<file path="config.mk">
export PLATFORM = sky130hd
export DESIGN_NAME = traffic_conflict_monitor
export DESIGN_NICKNAME = d
export VERILOG_FILES = /design/src/rtl/traffic_conflict_monitor.sv
export SDC_FILE = /design/constraint.sdc
export NUM_CORES = 1
export LEC_CHECK = 0
export BUFFER_PORTS_ARGS = -buffer_cell sky130_fd_sc_hd__buf_2
export CAP_MARGIN = 30
export CELL_PAD_IN_SITES_DETAIL_PLACEMENT = 2
export CELL_PAD_IN_SITES_GLOBAL_PLACEMENT = 2
export CORE_MARGIN = 5
export CORE_UTILIZATION = 35
export CTS_CLUSTER_DIAMETER = 40
export CTS_CLUSTER_SIZE = 25
export DETAILED_ROUTE_END_ITERATION = 12
export PLACE_DENSITY = 0.82
export SLEW_MARGIN = 20
export SYNTH_ARGS = -nofsm -noshare
export SYNTH_HDL_FRONTEND = slang
export SYNTH_SLANG_ARGS = --single-unit
</file>
<file path="constraint.sdc">
create_clock -name clk -period 2.9 [get_ports clk]
set_input_delay 0.29 -clock clk [delete_from_list [all_inputs] [get_ports clk]]
set_output_delay 0.29 -clock clk [all_outputs]
set_load 0.05 [all_outputs]
</file>
<file path="src/rtl/traffic_conflict_monitor.sv">
// traffic_conflict_monitor
//
// Independent safety monitor for the six lamp lines of a two-direction
// traffic-light controller. It registers the lamps, decodes them into a
// phase, and checks the pattern, the phase order and the dwell time of each
// phase. The first violation latches a coded fault and starts a red-flash
// enable that keeps running until software pulses clear_fault.
//
// Ports
//   clk          system clock, single domain
//   reset_n      asynchronous active-low reset
//   r1,y1,g1     lamps, direction 1
//   r2,y2,g2     lamps, direction 2
//   clear_fault  1-cycle pulse: clears a latched fault and re-arms
//   phase        decoded phase of the registered lamps (RG=0 RY=1 GR=2 YR=3)
//   phase_valid  registered lamps form a legal pattern
//   fault        latched fault indication
//   fault_code   0 none, 1 illegal, 2 sequence, 3 short yellow,
//                4 short green, 5 watchdog
//   flash        red-flash enable, toggles every FLASH_HALF cycles in fault
//   dbg_state    monitor state (0 idle, 1 armed-unqualified, 2 armed, 3 fault)
//
// Handshakes: none. Every input is sampled on each rising clk edge and every
// output is a flop (or a decode of flop state) updated on that edge.

module traffic_conflict_monitor #(
    parameter int MIN_GREEN  = 8,
    parameter int MIN_YELLOW = 4,
    parameter int MAX_DWELL  = 200,
    parameter int DW         = 8,
    parameter int FLASH_HALF = 3
) (
    input  logic       clk,
    input  logic       reset_n,
    input  logic       r1,
    input  logic       y1,
    input  logic       g1,
    input  logic       r2,
    input  logic       y2,
    input  logic       g2,
    input  logic       clear_fault,
    output logic [1:0] phase,
    output logic       phase_valid,
    output logic       fault,
    output logic [2:0] fault_code,
    output logic       flash,
    output logic [1:0] dbg_state
);

    localparam int FW = (FLASH_HALF > 1) ? $clog2(FLASH_HALF) : 1;

    localparam logic [1:0] ST_IDLE   = 2'd0;
    localparam logic [1:0] ST_UNQUAL = 2'd1;
    localparam logic [1:0] ST_ARMED  = 2'd2;
    localparam logic [1:0] ST_FAULT  = 2'd3;

    // Lamp order {r1,y1,g1,r2,y2,g2}
    localparam logic [5:0] PAT_RG = 6'b100_001;
    localparam logic [5:0] PAT_RY = 6'b100_010;
    localparam logic [5:0] PAT_GR = 6'b001_100;
    localparam logic [5:0] PAT_YR = 6'b010_100;

    localparam logic [2:0] FC_NONE     = 3'd0;
    localparam logic [2:0] FC_ILLEGAL  = 3'd1;
    localparam logic [2:0] FC_SEQUENCE = 3'd2;
    localparam logic [2:0] FC_SHORT_Y  = 3'd3;
    localparam logic [2:0] FC_SHORT_G  = 3'd4;
    localparam logic [2:0] FC_WATCHDOG = 3'd5;

    logic [5:0]    lamp_q, lamp_d;
    logic [1:0]    phase_q, phase_d;
    logic          phase_valid_q, phase_valid_d;
    logic [DW-1:0] dwell_q, dwell_d;
    logic [1:0]    state_q, state_d;
    logic [2:0]    fault_code_q, fault_code_d;
    logic          flash_q, flash_d;
    logic [FW-1:0] flash_cnt_q, flash_cnt_d;

    logic          cur_legal;
    logic [1:0]    cur_phase;
    logic [1:0]    next_phase;
    logic          changed;
    logic          same;
    logic          qualified;
    logic [2:0]    viol_code;

    // Decode of the registered lamps
    always_comb begin
        cur_legal = 1'b1;
        cur_phase = 2'd0;
        case (lamp_q)
            PAT_RG:  cur_phase = 2'd0;
            PAT_RY:  cur_phase = 2'd1;
            PAT_GR:  cur_phase = 2'd2;
            PAT_YR:  cur_phase = 2'd3;
            default: cur_legal = 1'b0;
        endcase
    end

    always_comb begin
        lamp_d     = {r1, y1, g1, r2, y2, g2};
        next_phase = phase_q + 2'd1;
        // changed/same are relative to the phase currently being held;
        // with no held phase (after an illegal pattern) neither is true.
        changed    = phase_valid_q && cur_legal && (cur_phase != phase_q);
        same       = phase_valid_q && cur_legal && (cur_phase == phase_q);
        // The first phase after reset/clear is unqualified: its exit skips
        // the sequence and minimum-dwell checks.
        qualified  = (state_q == ST_ARMED);

        // Phase decode and dwell run in every state, including FAULT.
        phase_valid_d = cur_legal;
        phase_d       = cur_legal ? cur_phase : phase_q;
        if (!cur_legal) begin
            dwell_d = '0;
        end else if (same) begin
            dwell_d = (dwell_q >= DW'(MAX_DWELL)) ? dwell_q : dwell_q + DW'(1);
        end else begin
            dwell_d = DW'(1);
        end

        // Checks in priority order; the lowest code wins.
        viol_code = FC_NONE;
        if (!cur_legal) begin
            viol_code = FC_ILLEGAL;
        end else if (changed && qualified && (cur_phase != next_phase)) begin
            viol_code = FC_SEQUENCE;
        end else if (changed && qualified && phase_q[0] && (dwell_q < DW'(MIN_YELLOW))) begin
            viol_code = FC_SHORT_Y;
        end else if (changed && qualified && !phase_q[0] && (dwell_q < DW'(MIN_GREEN))) begin
            viol_code = FC_SHORT_G;
        end else if (same && (dwell_q >= DW'(MAX_DWELL - 1))) begin
            // Dwell would reach MAX_DWELL on this edge.
            viol_code = FC_WATCHDOG;
        end

        state_d      = state_q;
        fault_code_d = fault_code_q;
        flash_d      = flash_q;
        flash_cnt_d  = flash_cnt_q;
        case (state_q)
            ST_IDLE: begin
                // lamp_q still holds its reset value here; no checks.
                state_d = ST_UNQUAL;
            end
            ST_UNQUAL, ST_ARMED: begin
                if (viol_code != FC_NONE) begin
                    state_d      = ST_FAULT;
                    fault_code_d = viol_code;
                    flash_d      = 1'b1;
                    flash_cnt_d  = '0;
                end else if ((state_q == ST_UNQUAL) && changed) begin
                    state_d = ST_ARMED;
                end
            end
            default: begin
                // FAULT: later violations are ignored; a clear wins over
                // anything seen in the same cycle.
                if (clear_fault) begin
                    state_d      = ST_UNQUAL;
                    fault_code_d = FC_NONE;
                    flash_d      = 1'b0;
                    flash_cnt_d  = '0;
                end else if (flash_cnt_q == FW'(FLASH_HALF - 1)) begin
                    flash_d     = ~flash_q;
                    flash_cnt_d = '0;
                end else begin
                    flash_cnt_d = flash_cnt_q + FW'(1);
                end
            end
        endcase
    end

    always_ff @(posedge clk or negedge reset_n) begin
        if (!reset_n) begin
            lamp_q        <= '0;
            phase_q       <= '0;
            phase_valid_q <= 1'b0;
            dwell_q       <= '0;
            state_q       <= ST_IDLE;
            fault_code_q  <= FC_NONE;
            flash_q       <= 1'b0;
            flash_cnt_q   <= '0;
        end else begin
            lamp_q        <= lamp_d;
            phase_q       <= phase_d;
            phase_valid_q <= phase_valid_d;
            dwell_q       <= dwell_d;
            state_q       <= state_d;
            fault_code_q  <= fault_code_d;
            flash_q       <= flash_d;
            flash_cnt_q   <= flash_cnt_d;
        end
    end

    assign phase       = phase_q;
    assign phase_valid = phase_valid_q;
    assign fault       = (state_q == ST_FAULT);
    assign fault_code  = fault_code_q;
    assign flash       = flash_q;
    assign dbg_state   = state_q;

endmodule

</file>
==> flow_summary.yaml <==
yosys:
  synth_ff_type: "dfrtp_1"
  ys_warn_count: 0
  netlist.area_leader.share_pct: 43.7
  synth-edff-count: 0
  netlist_top_cells_area: "dfrtp_1 44%, ha_1 5.2%, inv_1 3.4%"
  avgSynthCellArea_um2: 9.75
  ys_ff_latch: 25
  seq_area_frac_synth_pct: 43.7
  synth.largest_area_cell: "dfrtp_1"
  syn_inst: 147
  netlist_area_um2: 1430
  ys_async_sr_fraction_pct: 100
  syn-num-nets: 162
  synth_cell_type_count: 46
drt:
  vias: 1246
  route.met3.wl_um: 53
  drt_wl_total_um: 4400
  drt-pass1-iter-count: 4
  ant_nets: 0
  met2_length_um: 2460
  met1_length_um: 1840
  routedWlPerCell_um: 19.8
  drc: 0
  drt_iter0_drc: 36
  top_layer: "met4"
  vias_per_cell: 5.61
power_and_ir_drop:
  swShare_pct: 41.7
  pwr-share-comb_pct: 38.3
  p_per_area_nw_per_um2: 625
  intPower_uw: 617
  p_leak_uw: 0.000706
  switchingPower_uw: 441
  ir_drop_uv: 249
  seqPwrFrac_pct: 41.7
  clockPowerShare_pct: 20.1
sta:
  hold_violations: 0
  setup_ws_ns: 0.131
  grt_setup_unrepaired: "no"
  setup_viol: 0
  min_period_over_period_pct: 95.5
  skew_ns: 0.00567
  finalCriticalPeriod_ns: 2.77
  fin_setup_tns_ns: 0
  fmax_mhz: 361
  slew_headroom_pct: 61.2
  worstMarginPinSlew_ns: 0.582
  final_max_slew_viol_count: 0
clock_network:
  htreeDepth: 1
  cts_buffers: 3
  clkLatencyLatePin_ns: 0.27
  root_buffer: "clkbuf_8"
  clockBufferDepth: 2
  path_clk_slew_ns: 0.09
  cts_tree: "done"
  clock_sinks: 25
cells_and_area:
  drive_gt1_share_pct: 25.0
  multiInputGateArea_um2: 782
  seq_area_um2: 626
  fillCellCount: 463
  final_cell_mix: "25 x dfrtp_1, 18 x buf_2, 13 x inv_1, 13 x nor2_1"
  antenna_cells: 0
  final_nets: 188
  final_common_cell: "dfrtp_1"
  postLayoutCoreUtil_pct: 42.6
  area_growth_pct: 18.1
worst_setup_path:
  cp_cell_sequence: "or4b_2 > o221ai_1 > nand4_1 > nor2_1 > o221ai_2 > and3_4 > o31ai_2"
  cp_data_arrival_time_ns: 2.95
  critPathKind: "register to register"
  required_ns: 3.08
  cp_max_fo: 6
  critPathBufInv: 0
  cp_top_family: "simple AND/OR/NAND/NOR gates"
  startpoint_type: "register"
  critPathCaptureType: "register"
  max_stage_delay_ns: 0.77
  slowest_stage: "or4b_2"
die:
  dieArea_um2: 5470
  start_util_pct: 36.1
  ioPinCount: 19
  die_h_um: 74.0
  core_um2: 3970
  rows: 23
  dieWidth_um: 74.0
placement:
  pre_cts_ws_ns: 0.0522
  gp_congestion: 0.815
  numPortBuffers: 18
  place_hpwl_um: 3080
grt:
  grt_pass1_wl_um: 7090
  track_usage_pct: 17.1
  gr-total-overflow: 0
  antenna_found_initial: 0
  grt_max_degree: 26
  grt_pass1_vias: 1381
flow_run:
  maxCapViolCount: 0
worst_hold_path:
  hold_path.class: "primary input to async pin"
outcome:
  status: "complete, no violations"
sequential cells by signal, summed over array words and instances (netlist names):
name	count
phase_valid	1
flash_cnt_q	2
fault_code	3
phase	2
dbg_state	2
lamp_q	6
flash	1
dwell_q	8
routing by layer:
| metal | track usage (%) | vias to the layer above |
|---|---|---|
| met5 | 0 | - |
| met4 | 5.03 | 0 |
| met3 | 2.03 | 6 |
| met2 | 32.0 | 13 |
| met1 | 20.3 | 645 |
| li1 | - | 582 |
repair_timing:
| item | CTS | global route |
|---|---|---|
| endpoints found under the setup margin | 1 | 7 |
| pin swaps | 0 | 1 |
| resized for setup | 1 | 4 |
| hold buffers | 0 | 0 |
| setup buffers | 0 | 2 |
path summary, 6_finish.rpt:
| check | from | end | slack (ns) | cells after the start |
|---|---|---|---|---|
| worst max-delay path | lamp_q[3]$_DFF_PN0_ | flash$_DFFE_PN0P_ | 0.13 | 7 |
| worst min register to register | flash_cnt_q[1]$_DFFE_PN0P_ | flash_cnt_q[1]$_DFFE_PN0P_ | 0.49 | 1 |
| max in group asynchronous | reset_n | lamp_q[3]$_DFF_PN0_ | 2.51 | 1 |
| min in group clk | g2 | lamp_q[0]$_DFF_PN0_ | 0.12 | 1 |
| worst max register to register | lamp_q[3]$_DFF_PN0_ | flash$_DFFE_PN0P_ | 0.13 | 7 |
| worst min-delay path | reset_n | dwell_q[1]$_DFFE_PN0P_ | 0.005 | 1 |
logic make-up (layout without fill, tap and decap cells):
family | Yosys count | count (layout) | synth area share [%]
XOR/XNOR | 8 | 8 | 4.89
adder cells (fa/ha/maj) | 6 | 6 | 5.24
buffers and inverters | 15 | 40 | 4.02
AO/OA/AOI/OAI | 36 | 36 | 19.2
AND/OR/NAND/NOR | 57 | 57 | 23.0
flip-flops | 25 | 25 | 43.7
worst reg2reg max path, stage by stage, from the launching register on:
cell and delay (ns):
dfrtp_1 0.41, or4b_2 0.77, o221ai_1 0.32, nand4_1 0.28, nor2_1 0.22, o221ai_2 0.23, and3_4 0.24, o31ai_2 0.22
power groups by stage:
stage / clock network [uW] / registers, uW / logic [uW]
2_1_floorplan: 0 / 526 / 193
6_report: 212 / 441 / 405
3_3_place_gp: 0 / 441 / 367
5_1_grt: 230 / 448 / 432
3_5_place_dp: 0 / 445 / 386
4_1_cts: 213 / 439 / 392
final cells by class:
type	count	share of cell area (%)
multi-input combinational	107	46.2
timing repair buffer	23	7.54
sequential	25	37.0
tap	50	3.70
clock buffer	4	2.66
inverter	13	2.88
through the flow:
stage | total power [uW] | hold WS, ns | std cells | area [um2]
6_report | 1060 | 0.00509 | 222 | 1690
5_1_grt | 1110 | 0.0537 | 222 | 1690
4_1_cts | 1040 | 0.0332 | 220 | 1650
3_5_place_dp | 831 | 0.333 | 216 | 1600
3_3_place_gp | 807 | 0.318 | 216 | 1600
2_1_floorplan | 719 | -0.00559 | 147 | 1430
cell usage after synthesis (3+ instances only):
| cell type | n |
|---|---|
| inv_1 | 13 |
| nand3_1 | 7 |
| o21ai_0 | 4 |
| dfrtp_1 | 25 |
| ha_1 | 6 |
| nor2_1 | 13 |
| nand2b_1 | 4 |
| xor2_1 | 5 |
| nand4_1 | 4 |
| xnor2_1 | 3 |
| a31oi_1 | 5 |
| a21oi_1 | 8 |
| nand2_1 | 8 |
Power figures use the tool's default switching activity.
